### config.mk
export PLATFORM = sky130hd
export DESIGN_NAME = uart_rx_fifo
export DESIGN_NICKNAME = d
export VERILOG_FILES = /design/src/rtl/uart_rx_fifo.sv
export SDC_FILE = /design/constraint.sdc
export NUM_CORES = 1
export LEC_CHECK = 0
export CORE_UTILIZATION = 40
export CTS_BUF_LIST = sky130_fd_sc_hd__clkbuf_8
export DETAILED_ROUTE_END_ITERATION = 8
export HOLD_SLACK_MARGIN = 0.12
export SLEW_MARGIN = 20
export SYNTH_ARGS = -nofsm -noshare
export SYNTH_HDL_FRONTEND = slang
export SYNTH_SLANG_ARGS = --single-unit
### constraint.sdc
create_clock -name Clk -period 3.6 [get_ports Clk]
set_input_delay 0.72 -clock Clk [delete_from_list [all_inputs] [get_ports Clk]]
set_output_delay 0.72 -clock Clk [all_outputs]
set_load 0.005 [all_outputs]
### src/rtl/uart_rx_fifo.sv
// UART receiver (8N1, or 8E1 when UART_RX_PARITY_EN is defined) feeding a small
// byte FIFO with registered pop data, full/empty flags and one-cycle error pulses.
module uart_rx_fifo #(
  parameter int CLK_FREQ   = 100_000_000,
  parameter int BAUD_RATE  = 115_200,
  parameter int FIFO_DEPTH = 4
) (
  input  logic       Clk,
  input  logic       Rst,
  input  logic       RxD,
  input  logic       Data_Read,
  output logic [7:0] RX_Data,
  output logic       RX_Full,
  output logic       RX_Empty,
  output logic       Frame_Err,
  output logic       Overrun,
  output logic       Parity_Err
);

  localparam int BIT_TICKS = CLK_FREQ / BAUD_RATE;
  localparam int CW        = $clog2(BIT_TICKS);
  localparam int AW        = $clog2(FIFO_DEPTH);
  localparam int PW        = AW + 1;

  localparam logic [CW-1:0] TICK_LAST = CW'(BIT_TICKS - 1);
  localparam logic [CW-1:0] TICK_HALF = CW'(BIT_TICKS / 2 - 1);

`ifdef UART_RX_PARITY_EN
  typedef enum logic [2:0] {IDLE, START, DATA, PARITY, STOP} state_t;
`else
  typedef enum logic [2:0] {IDLE, START, DATA, STOP} state_t;
`endif

  typedef struct packed {
    logic       vld;
    logic [7:0] data;
  } rx_push_t;

  // rx_q is one flop behind rx_s2 and only feeds falling-edge detection
  logic rx_s1, rx_s2, rx_q;

  always_ff @(posedge Clk) begin
    if (Rst) begin
      rx_s1 <= 1'b1;
      rx_s2 <= 1'b1;
      rx_q  <= 1'b1;
    end else begin
      rx_s1 <= RxD;
      rx_s2 <= rx_s1;
      rx_q  <= rx_s2;
    end
  end

  state_t        state;
  logic [CW-1:0] cnt;
  logic [2:0]    idx;
  logic [7:0]    shreg;
  logic          stop_hit;
  logic          par_bad;
  rx_push_t      push;

`ifdef UART_RX_PARITY_EN
  logic par_bit;
`endif

  always_ff @(posedge Clk) begin
    if (Rst) begin
      state <= IDLE;
      cnt   <= '0;
      idx   <= '0;
      shreg <= '0;
`ifdef UART_RX_PARITY_EN
      par_bit <= 1'b0;
`endif
    end else begin
      case (state)
        // Edge detect needs a high-then-low, so after a bad stop bit the
        // receiver naturally waits for the line to go idle before re-arming.
        IDLE: if (rx_q && !rx_s2) begin
          state <= START;
          cnt   <= '0;
        end
        START: if (cnt == TICK_HALF) begin
          cnt <= '0;
          if (!rx_s2) begin
            state <= DATA;
            idx   <= '0;
          end else begin
            state <= IDLE;
          end
        end else begin
          cnt <= cnt + CW'(1);
        end
        DATA: if (cnt == TICK_LAST) begin
          cnt   <= '0;
          shreg <= {rx_s2, shreg[7:1]};
          idx   <= idx + 3'd1;
          if (idx == 3'd7) begin
`ifdef UART_RX_PARITY_EN
            state <= PARITY;
`else
            state <= STOP;
`endif
          end
        end else begin
          cnt <= cnt + CW'(1);
        end
`ifdef UART_RX_PARITY_EN
        PARITY: if (cnt == TICK_LAST) begin
          cnt     <= '0;
          par_bit <= rx_s2;
          state   <= STOP;
        end else begin
          cnt <= cnt + CW'(1);
        end
`endif
        STOP: if (cnt == TICK_LAST) begin
          cnt   <= '0;
          state <= IDLE;
        end else begin
          cnt <= cnt + CW'(1);
        end
        default: state <= IDLE;
      endcase
    end
  end

  assign stop_hit = (state == STOP) && (cnt == TICK_LAST);

`ifdef UART_RX_PARITY_EN
  // Even parity: data bits plus parity bit carry an even number of ones
  assign par_bad = (par_bit != ^shreg);

  always_ff @(posedge Clk) begin
    if (Rst) Parity_Err <= 1'b0;
    else     Parity_Err <= stop_hit && rx_s2 && par_bad;
  end
`else
  assign par_bad    = 1'b0;
  assign Parity_Err = 1'b0;
`endif

  always_ff @(posedge Clk) begin
    if (Rst) Frame_Err <= 1'b0;
    else     Frame_Err <= stop_hit && !rx_s2;
  end

  assign push.vld  = stop_hit && rx_s2 && !par_bad;
  assign push.data = shreg;

  logic [7:0]    mem [FIFO_DEPTH];
  logic [PW-1:0] wr_ptr, rd_ptr, wr_nxt, rd_nxt;
  logic          pop, wr_ok;

  // A pop on a full FIFO frees the slot being written in the same cycle
  assign pop    = Data_Read && !RX_Empty;
  assign wr_ok  = push.vld && (!RX_Full || pop);
  assign wr_nxt = wr_ptr + PW'(wr_ok);
  assign rd_nxt = rd_ptr + PW'(pop);

  always_ff @(posedge Clk) begin
    if (wr_ok) mem[wr_ptr[AW-1:0]] <= push.data;
  end

  always_ff @(posedge Clk) begin
    if (Rst) begin
      wr_ptr   <= '0;
      rd_ptr   <= '0;
      RX_Data  <= 8'h00;
      RX_Empty <= 1'b1;
      RX_Full  <= 1'b0;
      Overrun  <= 1'b0;
    end else begin
      wr_ptr   <= wr_nxt;
      rd_ptr   <= rd_nxt;
      if (pop) RX_Data <= mem[rd_ptr[AW-1:0]];
      RX_Empty <= (wr_nxt == rd_nxt);
      RX_Full  <= (wr_nxt[AW] != rd_nxt[AW]) && (wr_nxt[AW-1:0] == rd_nxt[AW-1:0]);
      Overrun  <= push.vld && !wr_ok;
    end
  end

endmodule
==> results.toml, run 1 <==
[die]
die_h_microns = 90.9
design.die.area_sq_um = 8260
boundaryPins = 17
initial_core_util_pct = 41.1
coreArea_sq_um = 7690
die_x_microns = 90.9
rows = 32

[sta]
period_share_pct = 74.7
hold-worst-slack_ps = 420
maxSlewViolCount = 0
skew_ps = 11.5
layout_setup_ws_ps = 912
hold_viol_final = 0
period_needed_ps = 2690
worst_pin_slew_ps = 838
rsz0062_at_grt = "false"
tns_ps = 0
slew-limit-headroom_pct = 44.0
setup_viol = 0
max_freq_mhz = 372

[routing]
drt-total-wl_microns = 5940
vias = 1988
first_iter_violations = 45
wl_per_cell_microns = 15.2
vias_per_cell = 5.08
drc_errors = 0
dr.pass1.iters = 4
ant_nets = 0

[placed_design]
io_buffers = 15
dp_cells = 375
placed_area_sq_um = 3400
dp_slack_ps = 541
routabilityCongestion = 0.715
dp_hpwl_microns = 3960

[power]
total_power_mw = 1.63
powerDensity_nw_per_um2 = 449
leakagePower_nw = 1.29
ir_worst_vdd_mv = 0.431

[clocking]
post_cts_buffers = 0
cts_hold_buf = 0
clockBufferDepth = 2
clkTransAtPathRegs_ps = 90
cts-buffers-inserted = 9
ctsRootBufferMaster = "clkbuf_8"
cts_resized = 0
cts_num_sinks = 76
clock_latency_ps = 350
cts_max_level = 3
cts_tree = "yes"

[global_routing]
antenna_found_initial = 0
grt_pass1_wl_microns = 9790
grt-ovfl-total = 0
grt_max_degree = 26
first_global_vias = 1978
grt_usage_pct = 15.6

[synth]
synth_edf_count = 32
synth_top_area_share_pct = 30.4
synth_common_cells = "44 x dfxtp_1, 33 x nand2_1, 32 x edfxtp_1, 18 x a21oi_1, 17 x nor2_1"
yosys.cell_types.count = 50
yosys.cell_count.top_type = "dfxtp_1"
syn_inst = 267
syn-num-nets = 279
synth-seq-cells = 76
yosysSeqAreaShare_pct = 58.3
synthArstFlopShare_pct = 0
synth_area_leaders = "edfxtp_1 30%, dfxtp_1 28%, mux4_2 5.7%, nand2_1 3.9%, mux2i_1 3.5%"
synth_area_sq_um = 3160
avgSynthCellArea_sq_um = 11.8
yosysTopAreaCell = "edfxtp_1"
synth_flop_cell = "dfxtp_1"
ys_warn_count = 0

[critical_path]
cp.required_ps = 3850
startpoint_type = "register"
critPathMaxFanout = 6
cp.arrival_ps = 2940
crit_type = "reg -> reg"
end_kind = "register"
r2r_slack_ps = 910

[finish]
fillers = 744
layout-drive-gt1-share_pct = 13.1
multiInputGateArea_sq_um = 1230
synthToLayoutAreaGrowth_pct = 14.7
fin_cells = 391
seq_area_sq_um = 1840
finalCoreUtilization_pct = 47.1
antennaDiodeCount = 0
fin_nets = 296
fin_area_sq_um = 3620

[worst_hold_path]
hold_class = "reg -> reg"

[flow_run]
cap_violations = 0

[run_status]
run_status = "complete, no violations"
[power breakdown]
part / total [mW] / internal (mW) / switching (mW)
logic: 0.0399 / 0.0160 / 0.0239
clock network: 0.690 / 0.339 / 0.350
registers: 0.898 / 0.893 / 0.00526
[layer usage]
| layer | GRT usage, % | share of wire [%] | vias up | routed length, microns |
|---|---|---|---|---|
| li1 | - | - | 1004 | - |
| met1 | 20.3 | 49 | 964 | 2920 |
| met2 | 25.0 | 48 | 13 | 2840 |
| met3 | 4.04 | 2.0 | 7 | 120 |
| met4 | 6.22 | 1.2 | 0 | 71 |
| met5 | 0 | 0 | - | 0 |
[final timing paths]
kind                        from                  to  cells past startpoint
max          cnt[0]$_SDFFE_PP0P_  RX_Full$_SDFF_PP0_                     10
min             rx_s1$_SDFF_PP1_    rx_s2$_SDFF_PP1_                      1
max reg2reg  cnt[0]$_SDFFE_PP0P_  RX_Full$_SDFF_PP0_                     10
min reg2reg     rx_s1$_SDFF_PP1_    rx_s2$_SDFF_PP1_                      1
[state kept, by name, indices dropped and copies added, names as in the netlist]
register,count
rx_s1,1
idx,3
RX_Data,8
cnt,10
wr_ptr,3
RX_Full,1
rx_q,1
Overrun,1
shreg,8
RX_Empty,1
rx_s2,1
state,2
mem,32
Frame_Err,1
rd_ptr,3
[cell families after synthesis]
| logic type | count (synthesis) | share of synthesized area (%) |
|---|---|---|
| xor+xnor | 5 | 1.39 |
| other cells | 1 | 0.119 |
| flops | 76 | 58.3 |
| buf+inv | 20 | 3.09 |
| mux | 19 | 9.19 |
| compound gates | 39 | 8.32 |
| fa+ha+maj | 8 | 3.17 |
| simple gates | 99 | 16.4 |
[cell type report]
cell class                      count  area share (%)
Inverter                            6           0.622
Timing Repair Buffer               20            5.18
Sequential cell                    76            50.8
Tap cell                          102            3.52
Multi-Input combinational cell    171            33.9
Clock inverter                      7            2.56
Clock buffer                        9            3.42
[worst max-delay path, cell delays in order, from the launching register on]
cell,delay [ps]
dfxtp_1,440
ha_1,270
nand4b_1,150
nor4_1,490
nand3_1,250
inv_1,130
ha_1,150
ha_1,150
xnor2_1,150
xnor2_1,130
nor4_1,290
[cell usage in the layout (no fill, tap or decap), drive strengths merged, types with 2 or more instances in the layout]
cell / netlist / final
nor4: 5 / 5
clkdlybuf4s50: 0 / 15
nand3b: 4 / 4
clkinv: 1 / 3
a21oi: 19 / 19
mux4: 8 / 8
o21ai: 2 / 2
nand3: 4 / 4
inv: 5 / 9
o21a: 2 / 2
nor3: 5 / 5
nor3b: 3 / 3
or4: 3 / 3
buf: 6 / 5
xnor2: 3 / 3
clkbuf: 8 / 9
edfxtp: 32 / 32
nor2: 17 / 17
nand4: 2 / 2
xor2: 2 / 2
nand2: 33 / 33
nor2b: 7 / 7
mux2i: 11 / 11
and2: 2 / 2
dfxtp: 44 / 44
nand2b: 4 / 4
ha: 8 / 8
or2: 4 / 4
o22ai: 7 / 7
No activity file was read; power rests on OpenSTA's default activity.
==> run 2: changes to the inputs <==
Clock period 3.6 ns to 2.7 ns, I/O delays scaled along.
==> run 2 against run 1 <==
  * Routed wire length down 2.0%
  * Count of clock-buffer cells in the layout is 1 higher
  * Register-to-register slack worse by 610 ps
  * Largest cell class unchanged
  * First-iteration DRC count increased by 49%
  * Sequential share of layout area decreased by 0.69 points
  * Critical path depth stayed put
  * Critical path type unchanged
  * Largest power group unchanged
  * Combinational power up 41%
  * Worst setup slack worse by 610 ps
  * Clock skew fell by 0.70 ps
==> results.toml, run 2 (synthesized netlist as in run 1, its figures left out) <==
[run_status]
run_status = "complete, no violations"

[routing]
vias = 2034
dr.pass1.iters = 4
vias_per_cell = 5.12
wl_per_cell_microns = 14.7
ant_nets = 0
first_iter_violations = 67
drc_errors = 0
drt-total-wl_microns = 5830

[global_routing]
grt_usage_pct = 15.4
grt-ovfl-total = 0
antenna_found_initial = 0
grt_max_degree = 47
grt_pass1_wl_microns = 9780
first_global_vias = 2044

[finish]
largest_reg_flops = 32
fillers = 726
final_cell_mix = "43 x dfxtp_1, 33 x nand2_1, 32 x edfxtp_1, 18 x a21oi_1, 17 x nor2_1"
layout-drive-gt1-share_pct = 14.9
seq_area_sq_um = 1840
layout_commonest_cell = "dfxtp_1"
fin_area_sq_um = 3670
antennaDiodeCount = 0
fin_nets = 302
synthToLayoutAreaGrowth_pct = 16.3
multiInputGateArea_sq_um = 1230
finalCoreUtilization_pct = 47.8

[sta]
hold_viol_final = 0
skew_ps = 10.8
period_share_pct = 88.9
worst_pin_slew_ps = 500
tns_ps = 0
setup_viol = 0
rsz0062_at_grt = "false"
maxSlewViolCount = 0
slew-limit-headroom_pct = 66.5
max_freq_mhz = 417
period_needed_ps = 2400

[critical_path]
r2r_start = "cnt[1]$_SDFFE_PP0P_"
r2r_end = "RX_Full$_SDFF_PP0_"
crit_type = "reg -> reg"
critPathMaxFanout = 5
cp.arrival_ps = 2650
path_common_cell = "ha_1"
critPathSlowestCell = "dfxtp_1"
cp.required_ps = 2950
end_kind = "register"
slowest_delay_ps = 390
startpoint_type = "register"
r2r_slack_ps = 300
worstRegToRegCells = 10
crit_chain = "ha_1 > nand4b_1 > nor4_4 > nand3_1 > inv_1 > ha_1 > ha_1 > xnor2_1 > xnor2_1 > nor4_1"

[clocking]
cts_max_level = 3
cts-buffers-inserted = 9
cts_tree = "yes"
clock_latency_ps = 340
cts_num_sinks = 76
ctsRootBufferMaster = "clkbuf_8"
clkTransAtPathRegs_ps = 80
post_cts_buffers = 0
clockBufferDepth = 2

[flow_run]
cap_violations = 0

[worst_hold_path]
hold_class = "reg -> reg"
hold_end = "rx_s2$_SDFF_PP1_"
hold_depth = 1
min_from = "rx_s1$_SDFF_PP1_"

[die]
boundaryPins = 17
die_x_microns = 90.9
coreArea_sq_um = 7690
rows = 32
design.die.area_sq_um = 8260
die_h_microns = 90.9
initial_core_util_pct = 41.1

[placed_design]
routabilityCongestion = 0.725
placed_area_sq_um = 3460
io_buffers = 15
dp_hpwl_microns = 3730

[power]
leakagePower_nw = 1.32
total_power_mw = 2.12
powerDensity_nw_per_um2 = 576
ir_worst_vdd_mv = 0.323
## run 2: cell types whose count changed in the layout (fill, tap and decap cells not counted), sizes merged
cell,change
buf,+6
inv,-4
clkinv,+2
clkbuf,+1
clkinvlp,+1
## run 2: repair_timing
item | CTS | global route
hold buffers | 0 | 0
endpoints found under the setup margin | 0 | 2
resized for setup | 0 | 3
endpoints found under the hold margin | 0 | 0
## run 2: worst max path at each step
stage / start / endpoint / cells past startpoint / slack (ps)
after floorplan: cnt[0]$_SDFFE_PP0P_ / mem[1][0]$_DFFE_PP_ / 5 / 280
after global placement: cnt[0]$_SDFFE_PP0P_ / RX_Empty$_SDFF_PP1_ / 10 / 240
after detailed placement: cnt[0]$_SDFFE_PP0P_ / RX_Empty$_SDFF_PP1_ / 10 / 160
after CTS: cnt[0]$_SDFFE_PP0P_ / RX_Full$_SDFF_PP0_ / 10 / 130
after global routing: cnt[1]$_SDFFE_PP0P_ / RX_Full$_SDFF_PP0_ / 10 / 20
final: cnt[1]$_SDFFE_PP0P_ / RX_Full$_SDFF_PP0_ / 10 / 300
## run 2: power by group
part | internal (mW) | switching (mW) | total, mW
logic | 0.0237 | 0.0324 | 0.0561
clock network | 0.450 | 0.414 | 0.864
registers | 1.19 | 0.00670 | 1.20
total | 1.67 | 0.453 | 2.12
## run 2: final cells by class
cell class / count / area share (%)
Timing Repair Buffer: 26 / 6.67
Tap cell: 102 / 3.47
Inverter: 6 / 0.613
Clock buffer: 10 / 3.75
Sequential cell: 76 / 50.2
Clock inverter: 6 / 1.74
Multi-Input combinational cell: 171 / 33.6
## run 2: through the flow
stage,hold WS (ps),worst slack [ps],instances
finish,413,301,397
global route,449,17.4,397
CTS,415,131,397
detailed placement,397,164,381
global placement,395,237,381
floorplan,389,280,267
## run 2: metal layers
layer	part of all wire [%]	routed length [microns]	GRT usage, %
met1	47	2710	18.7
met2	49	2840	26.0
met3	3.1	182	4.29
met4	1.5	90	5.82
met5	0	0	0
## run 2: worst max-delay path: cells and delay by family (launching register included)
family	cells	cell delay, ps
adder cells (fa/ha/maj)	3	550
flip-flops	1	390
XOR/XNOR	2	270
AND/OR/NAND/NOR	4	980
buffers and inverters	1	110
